--- src/rtl/seq_mon_pkg.sv ---
// Shared definitions for seq_hit_monitor: FSM state encodings and the
// ceil-log2 helper used to size the in-window bit counter.
package seq_mon_pkg;

  typedef enum logic {
    IDLE  = 1'b0,
    COUNT = 1'b1
  } state_t;

  // Bits needed to index 0..value-1; a window of length 2 still needs one bit.
  function automatic int clog2(input int value);
    int result;
    int rem;
    result = 0;
    rem    = value - 1;
    while (rem > 0) begin
      result = result + 1;
      rem    = rem >> 1;
    end
    if (result == 0) result = 1;
    return result;
  endfunction

endpackage

--- src/rtl/seq_mon_out_reg.sv ---
// Valid/ready holding register for completed window results. A result that
// arrives while the register is full and not draining is dropped and sets the
// sticky overrun flag. The alarm bit exists only when SEQ_MON_ALARM_EN is defined.
module seq_mon_out_reg #(
  parameter int CNT_W = 9
) (
  input  logic             clk,
  input  logic             rst,
  input  logic             load,
  input  logic [CNT_W-1:0] load_cnt,
  input  logic             load_sat,
`ifdef SEQ_MON_ALARM_EN
  input  logic             load_alarm,
`endif
  input  logic             out_ready,
  output logic [CNT_W-1:0] out_cnt,
  output logic             out_sat,
  output logic             out_valid,
  output logic             overrun
`ifdef SEQ_MON_ALARM_EN
  ,
  output logic             alarm
`endif
);

  logic take;
  logic accept;

  assign take   = out_valid && out_ready;
  // A draining slot may be refilled on the same edge; the reload wins.
  assign accept = !out_valid || take;

  // NOTE: sequential state uses non-blocking assignments so every register
  // samples pre-edge values, regardless of statement order.
  always_ff @(posedge clk) begin
    if (rst) begin
      out_cnt   <= '0;
      out_sat   <= 1'b0;
      out_valid <= 1'b0;
      overrun   <= 1'b0;
`ifdef SEQ_MON_ALARM_EN
      alarm     <= 1'b0;
`endif
    end else begin
      if (load && accept) begin
        out_cnt   <= load_cnt;
        out_sat   <= load_sat;
        out_valid <= 1'b1;
`ifdef SEQ_MON_ALARM_EN
        alarm     <= load_alarm;
`endif
      end else if (take) begin
        out_valid <= 1'b0;
`ifdef SEQ_MON_ALARM_EN
        alarm     <= 1'b0;
`endif
      end

      if (load && !accept) begin
        overrun <= 1'b1;
      end
    end
  end

endmodule

--- src/rtl/seq_hit_monitor.sv ---
// Windowed hit counter downstream of the Mealy sequence detector: counts k over
// WIN_LEN-bit windows and hands each count to seq_mon_out_reg. Optional alarm: SEQ_MON_ALARM_EN.
module seq_hit_monitor
  import seq_mon_pkg::*;
#(
  parameter int WIN_LEN = 256,
  parameter int CNT_W   = 9,
  parameter int THRESH  = 8
) (
  input  logic             clk,
  input  logic             rst,
  input  logic             en,
  input  logic             A,
  input  logic             k,
  output logic [CNT_W-1:0] out_cnt,
  output logic             out_sat,
  output logic             out_valid,
  input  logic             out_ready,
  output logic             overrun
`ifdef SEQ_MON_ALARM_EN
  ,
  output logic             alarm
`endif
);

  localparam int               BIT_W    = clog2(WIN_LEN);
  localparam logic [BIT_W-1:0] LAST_BIT = BIT_W'(WIN_LEN - 1);
  localparam logic [CNT_W-1:0] CNT_MAX  = '1;

  state_t           state;
  logic [BIT_W-1:0] bit_cnt;
  logic [CNT_W-1:0] hit_cnt;
  logic             sat;

  logic [CNT_W-1:0] hit_next;
  logic             sat_next;
  logic             win_end;

  // A only marks the bit slot; its value carries no information here.
  logic unused_a;
  assign unused_a = A;

  // NOTE: every always_comb output gets a default first, so no path leaves it
  // unassigned and no latch is inferred.
  always_comb begin
    hit_next = hit_cnt;
    sat_next = sat;
    if (k) begin
      if (hit_cnt == CNT_MAX) sat_next = 1'b1;
      else                    hit_next = hit_cnt + CNT_W'(1);
    end
  end

  // Dropping en on the last bit aborts the window rather than completing it.
  assign win_end = (state == COUNT) && en && (bit_cnt == LAST_BIT);

  always_ff @(posedge clk) begin
    if (rst) begin
      state   <= IDLE;
      bit_cnt <= '0;
      hit_cnt <= '0;
      sat     <= 1'b0;
    end else begin
      case (state)
        IDLE: begin
          bit_cnt <= '0;
          hit_cnt <= '0;
          sat     <= 1'b0;
          if (en) state <= COUNT;
        end
        COUNT: begin
          if (!en || win_end) begin
            bit_cnt <= '0;
            hit_cnt <= '0;
            sat     <= 1'b0;
            if (!en) state <= IDLE;
          end else begin
            bit_cnt <= bit_cnt + BIT_W'(1);
            hit_cnt <= hit_next;
            sat     <= sat_next;
          end
        end
        default: state <= IDLE;
      endcase
    end
  end

`ifdef SEQ_MON_ALARM_EN
  logic load_alarm;
  assign load_alarm = (int'(hit_next) >= THRESH);
`endif

  seq_mon_out_reg #(
    .CNT_W (CNT_W)
  ) u_out_reg (
    .clk        (clk),
    .rst        (rst),
    .load       (win_end),
    .load_cnt   (hit_next),
    .load_sat   (sat_next),
`ifdef SEQ_MON_ALARM_EN
    .load_alarm (load_alarm),
`endif
    .out_ready  (out_ready),
    .out_cnt    (out_cnt),
    .out_sat    (out_sat),
    .out_valid  (out_valid),
    .overrun    (overrun)
`ifdef SEQ_MON_ALARM_EN
    ,
    .alarm      (alarm)
`endif
  );

endmodule
--- config.mk ---
export PLATFORM = sky130hd
export DESIGN_NAME = seq_hit_monitor
export DESIGN_NICKNAME = d
export VERILOG_FILES = /design/src/rtl/seq_mon_pkg.sv /design/src/rtl/seq_mon_out_reg.sv /design/src/rtl/seq_hit_monitor.sv
export SDC_FILE = /design/constraint.sdc
export NUM_CORES = 1
export LEC_CHECK = 0
export ABC_AREA = 1
export CAP_MARGIN = 10
export CELL_PAD_IN_SITES_DETAIL_PLACEMENT = 1
export CELL_PAD_IN_SITES_GLOBAL_PLACEMENT = 2
export CORE_ASPECT_RATIO = 1.2
export CORE_UTILIZATION = 28
export CTS_CLUSTER_DIAMETER = 60
export DETAILED_ROUTE_END_ITERATION = 12
export GPL_TIMING_DRIVEN = 0
export PLACE_DENSITY = 0.81
export SLEW_MARGIN = 25
export SYNTH_ARGS = -nofsm -noshare
export SYNTH_HDL_FRONTEND = slang
export SYNTH_HIERARCHICAL = 1
export SYNTH_SLANG_ARGS = --single-unit
--- constraint.sdc ---
create_clock -name clk -period 1.7 [get_ports clk]
set_input_delay 0.34 -clock clk [delete_from_list [all_inputs] [get_ports clk]]
set_output_delay 0.34 -clock clk [all_outputs]
set_load 0.01 [all_outputs]
==> results of run 1 <==
how the worst max path moves through the flow:
stage	end	slack, ns	depth (start not counted)
global placement	u_out_reg/out_cnt[7]$_SDFFE_PP0P_	-0.21	12
global route	u_out_reg/out_cnt[0]$_SDFFE_PP0P_	0.003	9
detailed placement	u_out_reg/out_cnt[7]$_SDFFE_PP0P_	-0.23	12
floorplan	u_out_reg/out_cnt[7]$_SDFFE_PP0P_	0.31	13
finish	out_valid	0.14	1
CTS	u_out_reg/out_cnt[7]$_SDFFE_PP0P_	0.08	13
cells in the mapped netlist, drive strengths merged:
| library cell | number |
|---|---|
| nand2 | 47 |
| inv | 38 |
| nor2 | 32 |
| dfxtp | 31 |
| nand3 | 21 |
| a21oi | 17 |
| buf | 6 |
| xnor2 | 3 |
| clkinv | 2 |
| ha | 2 |
| o21ai | 2 |
| xor2 | 2 |
| nand3b | 1 |
| nand4 | 1 |
| nor3b | 1 |
| o21bai | 1 |
| or2 | 1 |
layer usage:
| metal | wire length (µm) | vias up | global-route usage (%) |
|---|---|---|---|
| li1 | - | 674 | - |
| met1 | 1380 | 607 | 12.0 |
| met2 | 1610 | 12 | 24.7 |
| met3 | 83 | 7 | 3.64 |
| met4 | 55 | 0 | 5.51 |
| met5 | 0 | - | 0 |
power groups by stage:
stage | Sequential (mW) | Combinational [mW] | Clock, mW
global placement | 0.747 | 0.0420 | 0
CTS | 0.730 | 0.0417 | 0.681
detailed placement | 0.747 | 0.0415 | 0
floorplan | 0.747 | 0.0230 | 0
finish | 0.731 | 0.0399 | 0.653
global route | 0.730 | 0.0461 | 0.716
registers in the layout (all words and copies together), names as in the netlist:
register and cells:
u_out_reg/out_valid 1, bit_cnt 8, u_out_reg/out_cnt 9, sat 1
state 1, hit_cnt 9, u_out_reg/overrun 1, u_out_reg/out_sat 1
cells by family (layout without fill, tap and decap cells):
| group | count (synthesis) | count (layout) | share of synthesized area [%] |
|---|---|---|---|
| simple gates | 104 | 104 | 32.6 |
| buf+inv | 46 | 70 | 14.2 |
| flops | 31 | 31 | 41.1 |
| compound gates | 20 | 20 | 7.55 |
| xor+xnor | 5 | 5 | 2.90 |
| fa+ha+maj | 2 | 2 | 1.66 |
through the flow:
step	setup TNS, ns	cell area, µm²	power, mW	utilization, %	instances
finish	0	1850	1.42	36.8	292
global route	0	1850	1.49	36.8	292
CTS	0	1850	1.45	36.6	292
detailed placement	-0.674	1740	0.789	34.6	284
global placement	-0.670	1740	0.789	34.6	284
floorplan	0	1510	0.770	-	208
cell type report:
type	instances	area, µm²
Multi-Input combinational cell	131	677
Sequential cell	31	622
Clock inverter	1	7.51
Fill cell	659	3190
Timing Repair Buffer	16	163
Clock buffer	7	96.3
Tap cell	60	75.1
Inverter	40	150
Buffer	6	63.8
==> impl_metrics.csv, run 1 <==
group,metric,value,unit
clock_network,clkLatencyLatePin,0.28,ns
grt,grt_pass1_vias,1323,
placement,port_buffers,16,
clock_network,cts_buffers,5,
worst_setup_path,path_delay_family,"buffers and inverters",
grt,antenna_found_initial,0,
worst_setup_path,rrSetupSlack,0.16,ns
cells_and_area,drive_above_1_share,17.7,%
placement,dpl.hpwl,2.36,mm
detailed_routing,drc_errors,0,
cells_and_area,fin_nets,239,
sta,drv_slew,0,
grt,grt_max_degree,11,
worst_setup_path,r2r_end,"u_out_reg/out_cnt[0]$_SDFFE_PP0P_",
worst_setup_path,crit_start,"u_out_reg/out_valid$_SDFFE_PP0P_",
pwr,seqPwrFrac,51.3,%
pwr,vdd_drop_max,0.492,mV
synthesis,netlist_area,1510,µm²
clock_network,cts_tree,"done",
floorplan,io_pins,18,
sta,finalCriticalPeriod,1.56,ns
pwr,comb_power_share,2.8,%
worst_setup_path,crit_path_cell_trace,"clkdlybuf4s50_1",
floorplan,die_w,69.0,µm
clock_network,clkSinkCount,31,
sta,rsz0062_at_grt,"false",
placement,routabilityCongestion,0.736,
grt,groute.usage.overall,12.5,%
run_status,status,"completed",
clock_network,ctsResizeCount,0,
sta,fmax,0.643,GHz
synthesis,synthTopCellsByArea,"dfxtp_1 (41%), nand2_1 (11%), inv_1 (8.7%), nor2_1 (6.0%), a21oi_1 (5.0%)",
clock_network,ctsHtreeMaxLevel,2,
grt,overflow,0,
synthesis,ys_warn_count,6,
worst_setup_path,start_kind,"register",
pwr,switching_share,21.8,%
sta,worst_slack,0.144,ns
cells_and_area,final_cell_mix,"nand2_1 (44), inv_1 (34), dfxtp_1 (30), nor2_1 (23)",
detailed_routing,first_iter_violations,44,
sta,setup_violations,0,
synthesis,syn-instance-count,208,
clock_network,ctsHoldBuffers,0,
pwr,intPower,1.11,mW
clock_network,clockBufferDepth,2,
cells_and_area,mostFrequentLayoutCell,"nand2_1",
sta,holdWs,0.448,ns
detailed_routing,antenna_left,0,
detailed_routing,num_vias,1300,
cells_and_area,diodes,0,
synthesis,avgSynthCellArea,7.25,µm²
cells_and_area,syn_to_final_growth,22.9,%
worst_hold_path,min_to,"bit_cnt[0]$_SDFF_PP0_",
sta,skew,0.00476,ns
synthesis,synth_top_area_share,41.1,%
detailed_routing,drt-total-wl,3.14,mm
grt,grt_pass1_wl,5.54,mm
worst_setup_path,worstSetupPathType,"reg2out",
worst_setup_path,end_kind,"output port",
floorplan,num_rows,28,
worst_hold_path,worstHoldStart,"bit_cnt[0]$_SDFF_PP0_",
sta,worst_slew_pin_slew,0.262,ns
sta,final-hold-violation-count,0,
pwr,pwr-share-clk,45.9,%
sta,period_share,91.5,%
worst_setup_path,cp_max_fo,3,
worst_setup_path,crit_arrival,1.22,ns
pwr,p_leak,0.733,nW
synthesis,ys_seq_area_share,41.1,%
worst_setup_path,worstReg2RegStart,"bit_cnt[0]$_SDFF_PP0_",
floorplan,die_h,82.4,µm
floorplan,start_util,29.9,%
worst_setup_path,worst_path_max_delay_cell,"clkdlybuf4s50_1",
worst_setup_path,required,1.36,ns
worst_setup_path,critPathMaxStageDelay,0.56,ns
worst_hold_path,hold_path.class,"reg2reg",
synthesis,yosys.area.top_type,"dfxtp_1",
floorplan,dieArea,5690,µm²
worst_setup_path,worstRegToRegCells,9,
pwr,power_density,768,nW/µm²
clock_network,clkTransAtPathRegs,0.07,ns
detailed_routing,dr.pass1.iters,4,
synthesis,syn_nets,216,
worst_setup_path,critPathBufInv,1,
clock_network,cts_setup_buffers,0,
sta,slew-limit-headroom,82.5,%
placement,place_ws,-0.227,ns
floorplan,core,5040,µm²
synthesis,yosys_register_bits,31,
clock_network,clock-root-buffer,"clkbuf_8",
detailed_routing,vias_per_cell,4.45,
job,drv_cap,0,
detailed_routing,wl_per_cell,10.7,µm
worst_hold_path,hold_depth,1,
pwr,p_switching,0.310,mW
synthesis,synth.distinct_cells,25,
Power figures use the tool's default switching activity.
==> run 2: changes to the inputs <==
- CORE_MARGIN: default -> 1
==> results of run 2 <==
Same layout as run 1: the final DEF is identical, and so are final timing and power.
